--- src/rtl/id_alu_ctrl.sv ---
// Decode stage ALU control for RV32I with the ID/EX pipeline register.
// Decodes the instruction into an ALU opcode, operand select, immediate and
// writeback control, then registers the result with stall/flush/reset handling.
module id_alu_ctrl (
   input  logic        clk,
   input  logic        rst_n,
   input  logic [31:0] instr,
   input  logic        in_valid,
   input  logic        stall,
   input  logic        flush,
   output logic [4:0]  ALU_ctrl,
   output logic        alu_src_imm,
   output logic [31:0] imm,
   output logic [4:0]  rd_addr,
   output logic        reg_write,
   output logic        is_branch,
   output logic        illegal,
   output logic        out_valid
);

   localparam logic [6:0] OpcOp     = 7'b0110011;
   localparam logic [6:0] OpcOpImm  = 7'b0010011;
   localparam logic [6:0] OpcLoad   = 7'b0000011;
   localparam logic [6:0] OpcStore  = 7'b0100011;
   localparam logic [6:0] OpcBranch = 7'b1100011;
   localparam logic [6:0] OpcJalr   = 7'b1100111;
   localparam logic [6:0] OpcJal    = 7'b1101111;
   localparam logic [6:0] OpcLui    = 7'b0110111;
   localparam logic [6:0] OpcAuipc  = 7'b0010111;

   localparam logic [4:0] AluAdd     = 5'd0;
   localparam logic [4:0] AluSub     = 5'd1;
   localparam logic [4:0] AluSll     = 5'd2;
   localparam logic [4:0] AluSlt     = 5'd3;
   localparam logic [4:0] AluSltu    = 5'd4;
   localparam logic [4:0] AluXor     = 5'd5;
   localparam logic [4:0] AluSrl     = 5'd6;
   localparam logic [4:0] AluSra     = 5'd7;
   localparam logic [4:0] AluOr      = 5'd8;
   localparam logic [4:0] AluAnd     = 5'd9;
   localparam logic [4:0] AluBeq     = 5'd10;
   localparam logic [4:0] AluBne     = 5'd11;
   localparam logic [4:0] AluBlt     = 5'd12;
   localparam logic [4:0] AluBge     = 5'd13;
   localparam logic [4:0] AluBltu    = 5'd14;
   localparam logic [4:0] AluBgeu    = 5'd15;
   localparam logic [4:0] AluIllegal = 5'd31;

   logic [6:0]  opcode;
   logic [2:0]  funct3;
   logic        f7_zero;
   logic        f7_alt;
   logic [31:0] imm_i, imm_s, imm_b, imm_u, imm_j;

   assign opcode  = instr[6:0];
   assign funct3  = instr[14:12];
   assign f7_zero = (instr[31:25] == 7'h00);
   assign f7_alt  = (instr[31:25] == 7'h20);

   assign imm_i = {{20{instr[31]}}, instr[31:20]};
   assign imm_s = {{20{instr[31]}}, instr[31:25], instr[11:7]};
   assign imm_b = {{19{instr[31]}}, instr[31], instr[7], instr[30:25], instr[11:8], 1'b0};
   assign imm_u = {instr[31:12], 12'b0};
   assign imm_j = {{11{instr[31]}}, instr[31], instr[19:12], instr[20], instr[30:21], 1'b0};

   logic [4:0]  base_code;
   logic [4:0]  br_code;
   logic        br_bad;

   // Base ALU code for register/immediate arithmetic and compare code for branches.
   always_comb begin
      base_code = AluAdd;
      br_code   = AluBeq;
      br_bad    = 1'b0;
      unique case (funct3)
         3'b000: begin base_code = AluAdd;  br_code = AluBeq;  end
         3'b001: begin base_code = AluSll;  br_code = AluBne;  end
         3'b010: begin base_code = AluSlt;  br_bad  = 1'b1;    end
         3'b011: begin base_code = AluSltu; br_bad  = 1'b1;    end
         3'b100: begin base_code = AluXor;  br_code = AluBlt;  end
         3'b101: begin base_code = AluSrl;  br_code = AluBge;  end
         3'b110: begin base_code = AluOr;   br_code = AluBltu; end
         3'b111: begin base_code = AluAnd;  br_code = AluBgeu; end
         default: ;
      endcase
   end

   logic [4:0]  dec_alu;
   logic        dec_src_imm;
   logic [31:0] dec_imm;
   logic [4:0]  dec_rd;
   logic        dec_wr;
   logic        dec_br;
   logic        dec_ill;

   // Full instruction decode; illegal encodings collapse to a uniform illegal result.
   always_comb begin
      dec_alu     = AluAdd;
      dec_src_imm = 1'b0;
      dec_imm     = 32'd0;
      dec_wr      = 1'b0;
      dec_br      = 1'b0;
      dec_ill     = 1'b0;
      case (opcode)
         OpcOp: begin
            dec_wr = 1'b1;
            if (f7_zero) begin
               dec_alu = base_code;
            end else if (f7_alt && (funct3 == 3'b000 || funct3 == 3'b101)) begin
               dec_alu = (funct3 == 3'b000) ? AluSub : AluSra;
            end else begin
               dec_ill = 1'b1;
            end
         end
         OpcOpImm: begin
            dec_wr      = 1'b1;
            dec_src_imm = 1'b1;
            dec_imm     = imm_i;
            dec_alu     = base_code;
            if (funct3 == 3'b001 && !f7_zero) dec_ill = 1'b1;
            if (funct3 == 3'b101) begin
               if (f7_alt) dec_alu = AluSra;
               else if (!f7_zero) dec_ill = 1'b1;
            end
         end
         OpcLoad, OpcJalr: begin
            dec_wr = 1'b1; dec_src_imm = 1'b1; dec_imm = imm_i;
         end
         OpcStore: begin
            dec_src_imm = 1'b1; dec_imm = imm_s;
         end
         OpcJal: begin
            dec_wr = 1'b1; dec_src_imm = 1'b1; dec_imm = imm_j;
         end
         OpcLui, OpcAuipc: begin
            dec_wr = 1'b1; dec_src_imm = 1'b1; dec_imm = imm_u;
         end
         OpcBranch: begin
            dec_br  = 1'b1;
            dec_imm = imm_b;
            dec_alu = br_code;
            dec_ill = br_bad;
         end
         default: dec_ill = 1'b1;
      endcase
      if (dec_ill) begin
         dec_alu     = AluIllegal;
         dec_wr      = 1'b0;
         dec_br      = 1'b0;
         dec_src_imm = 1'b0;
         dec_imm     = 32'd0;
      end
      // Only a real destination is forwarded; stores/branches reuse these bits as imm.
      dec_rd = dec_wr ? instr[11:7] : 5'd0;
   end

   logic [4:0]  alu_q;
   logic        src_imm_q;
   logic [31:0] imm_q;
   logic [4:0]  rd_q;
   logic        wr_q, br_q, ill_q, vld_q;

   // ID/EX register: reset > flush > stall(hold) > load decode or bubble.
   always_ff @(posedge clk) begin
      if (!rst_n || flush || (!stall && !in_valid)) begin
         alu_q     <= AluAdd;
         src_imm_q <= 1'b0;
         imm_q     <= 32'd0;
         rd_q      <= 5'd0;
         wr_q      <= 1'b0;
         br_q      <= 1'b0;
         ill_q     <= 1'b0;
         vld_q     <= 1'b0;
      end else if (!stall) begin
         alu_q     <= dec_alu;
         src_imm_q <= dec_src_imm;
         imm_q     <= dec_imm;
         rd_q      <= dec_rd;
         wr_q      <= dec_wr;
         br_q      <= dec_br;
         ill_q     <= dec_ill;
         vld_q     <= 1'b1;
      end
   end

   assign ALU_ctrl    = alu_q;
   assign alu_src_imm = src_imm_q;
   assign imm         = imm_q;
   assign rd_addr     = rd_q;
   assign reg_write   = wr_q;
   assign is_branch   = br_q;
   assign illegal     = ill_q;
   assign out_valid   = vld_q;

endmodule
--- config.mk ---
export PLATFORM = sky130hd
export DESIGN_NAME = id_alu_ctrl
export DESIGN_NICKNAME = d
export VERILOG_FILES = /design/src/rtl/id_alu_ctrl.sv
export SDC_FILE = /design/constraint.sdc
export NUM_CORES = 1
export LEC_CHECK = 0
export CAP_MARGIN = 20
export CORE_ASPECT_RATIO = 1.25
export CORE_UTILIZATION = 40
export DETAILED_ROUTE_END_ITERATION = 10
export GPL_ROUTABILITY_DRIVEN = 0
export PLACE_DENSITY = 0.8
export SLEW_MARGIN = 40
export SYNTH_ARGS = -nofsm -noshare
export SYNTH_HDL_FRONTEND = slang
export SYNTH_SLANG_ARGS = --single-unit
export TNS_END_PERCENT = 10
--- constraint.sdc ---
create_clock -name clk -period 1.85 [get_ports clk]
set_clock_uncertainty 0.05 [all_clocks]
set_input_delay 0.555 -clock clk [delete_from_list [all_inputs] [get_ports clk]]
set_output_delay 0.555 -clock clk [all_outputs]
set_load 0.02 [all_outputs]
==> impl_metrics.tcl <==
set metrics [dict create \
    dr_total_vias 2677 \
    cap_violations 0 \
    drive_gt1_share_pct 29.7 \
    min_from "imm[15]" \
    slew_viol_final 0 \
    ys_types 54 \
    cts_root_buf "clkbuf_8" \
    cp_top_family "compound AO/OA/AOI/OAI gates" \
    n_antenna_cell 0 \
    synth_cells 274 \
    die_h_um 86.5 \
    drc 0 \
    post-place-ws_ns -0.710 \
    slew_headroom_pct 78.6 \
    synth_seq_cells 46 \
    syn-cell-area_um2 2280 \
    hp-class "flop to flop" \
    grt_use_total_pct 25.5 \
    clkLatencyLatePin_ns 0.31 \
    rows 30 \
    finalNetCount 450 \
    coreArea_um2 5480 \
    grt_overflow_total 0 \
    fillers 445 \
    dp_hpwl_um 5440 \
    setup_viol 0 \
    clk_pin_slew_worst_paths_ns 0.09 \
    power.density_nw_per_um2 541 \
    synth_async_sr_flop_share_pct 0 \
    slowest_delay_ns 0.37 \
    end_kind "flop" \
    path_buf_inv 1 \
    first_pass_iters 5 \
    cts_buffers 5 \
    grt_pass1_wl_um 12300 \
    leakage_uw 0.00169 \
    cts-htree-levels 2 \
    status "completed" \
    synth_top_area_share_pct 40.3 \
    syn_nets 311 \
    chipWidth_um 69.6 \
    final_hold_viol_count 0 \
    drt_iter0_drc 172 \
    crit_path_start_kind "input pin" \
    synth_warnings 0 \
    period_share_pct 99.8 \
    irDropWorstVdd_v 0.000316 \
    ys.flop_type "dfxtp_1" \
    synth_area_leaders "dfxtp_1, nand2_1, a21oi_1, o21ai_1, o21ai_0" \
    antenna_found_initial 0 \
    port_buffers 83 \
    min_period_ns 1.85 \
    cp_cell_sequence "clkdlybuf4s15_2 -> and3b_1 -> a311o_1 -> a21o_1 -> nor3_4 -> a22o_1" \
    cts_sinks 46 \
    syn_area_per_cell_um2 8.34 \
    cts_tree "built" \
    grt_max_degree 32 \
    worst_slack_ns 0.00291 \
    via_per_inst 5.60 \
    routed_wl_um 7730 \
    yosysSeqAreaShare_pct 40.3 \
    grt_pass1_vias 2633 \
    critPathKind "input pin to flop" \
    synth_largest_area_cell "dfxtp_1" \
    arrival_ns 2.06 \
    cp-startpoint "instr[6]" \
    cts_buffer_depth 2 \
    crit_fanout 6 \
    tightest_slew_ns 0.320 \
    fmax_ghz 0.541 \
    rsz0062_at_grt "yes" \
    cp.required_ns 2.06 \
    r2r_start "reg_write" \
    timing.hold.ws_ns 0.400 \
    fp.dieArea_um2 6020 \
    area_growth_pct 63.6 \
    crit_slowest_cell "a311o_1" \
    routedWlPerCell_um 16.2 \
    ant_nets 0 \
    initial_core_util_pct 41.7 \
    synth_edf_count 0 \
    pin_count 84 \
]
-- cell type report --
class / instances / area, um2 / share of cell area, %
multi-input combinational: 200 / 1330 / 35.6
timing repair buffer: 154 / 1300 / 34.7
sequential: 46 / 921 / 24.6
tap: 64 / 80.1 / 2.14
clock buffer: 6 / 72.6 / 1.94
inverter: 6 / 22.5 / 0.603
clock inverter: 2 / 13.8 / 0.368
-- state kept, by name (all words and copies together), names as in the netlist --
register     count
alu_src_imm      1
reg_write        1
out_valid        1
is_branch        1
ALU_ctrl         5
rd_addr          5
imm             32
-- report_power, final --
part / switching (uW) / total [uW] / internal [uW]
registers: 3.62 / 1000 / 996
logic: 192 / 383 / 191
clock network: 370 / 638 / 267
-- synth_stat cells, types with 2 or more instances --
cell type and n:
a21oi_1 26, a22o_1 6, a22oi_1 6, a31oi_1 6, a32oi_1 7, and2_1 2
and3_1 2, buf_2 3, buf_4 3, buf_6 3, clkbuf_1 12, dfxtp_1 46
inv_1 6, nand2_1 38, nand2b_1 6, nand3_1 6, nand3b_1 2, nand4_1 3
nor2_1 16, nor2b_1 4, nor3_1 5, o21ai_0 13, o21ai_1 16, o21ai_2 7
-- final timing paths --
kind                              endpoint  slack [ns]  cells after the start
worst max-delay path            rd_addr[2]       0.003                      6
worst min-delay path               imm[15]        0.40                      2
worst max register to register   reg_write        1.06                      3
worst min register to register     imm[15]        0.40                      2
-- worst min-delay path: stages, from the launching register on --
cell and delay [ns]:
dfxtp_1 0.32, nand2_1 0.05, o21ai_1 0.05
-- layer usage --
layer	vias to the layer above	GRT usage, %	wire length [um]
met2	110	44.7	3820
met3	24	3.95	399
met1	1262	30.2	3240
met4	0	13.0	273
li1	1281	-	-
met5	-	0	0
-- placed cells by master (no fill, tap or decap), types with 2 or more instances in the layout --
| cell | count |
|---|---|
| clkbuf_8 | 5 |
| o21ai_1 | 18 |
| a32oi_1 | 7 |
| a22oi_1 | 6 |
| clkdlybuf4s50_1 | 19 |
| nand3b_1 | 2 |
| a22o_1 | 6 |
| nand2_1 | 35 |
| a21oi_1 | 25 |
| clkbuf_2 | 4 |
| dfxtp_1 | 46 |
| buf_4 | 67 |
| dlymetal6s2s_1 | 5 |
| nand4_1 | 3 |
| a31oi_1 | 6 |
| inv_1 | 6 |
| nand2b_1 | 6 |
| nor3_4 | 3 |
| nor2_2 | 4 |
| o21ai_2 | 7 |
| dlygate4sd2_1 | 48 |
| o21ai_0 | 11 |
| nor2_1 | 12 |
| and2_1 | 2 |
| nor2b_2 | 2 |
| buf_6 | 3 |
| buf_2 | 5 |
| nand2_2 | 3 |
| nor3_1 | 4 |
| nand3_1 | 6 |
-- through the flow --
step	cells	instance area [um2]	setup TNS, ns	power, uW	utilization (%)
2_1_floorplan	274	2320	-4.35	1170	-
3_3_place_gp	463	3580	-25.98	1380	65.3
3_5_place_dp	463	3580	-27.45	1390	65.3
4_1_cts	477	3690	0	2000	67.4
5_1_grt	478	3740	-0.126	2100	68.2
6_report	478	3740	0	2020	68.2
-- kinds of logic (layout without fill, tap and decap cells) --
kind of cell	Yosys count	in the layout	share of synthesized area, %
buffers and inverters	28	168	6.24
DFF	46	46	40.3
AOI/OAI and AO/OA	103	103	30.8
muxes	2	2	0.931
xor gates and xnor gates	1	1	0.383
and+or+nand+nor	94	94	21.4
-- repair_timing --
action	4_1_cts	5_1_grt
pin swaps	11	13
buffers inserted	5	1
resized for setup	91	31
cloned	1	0
hold buffers	0	0
endpoints found under the setup margin	88	44
Power figures use the tool's default switching activity.
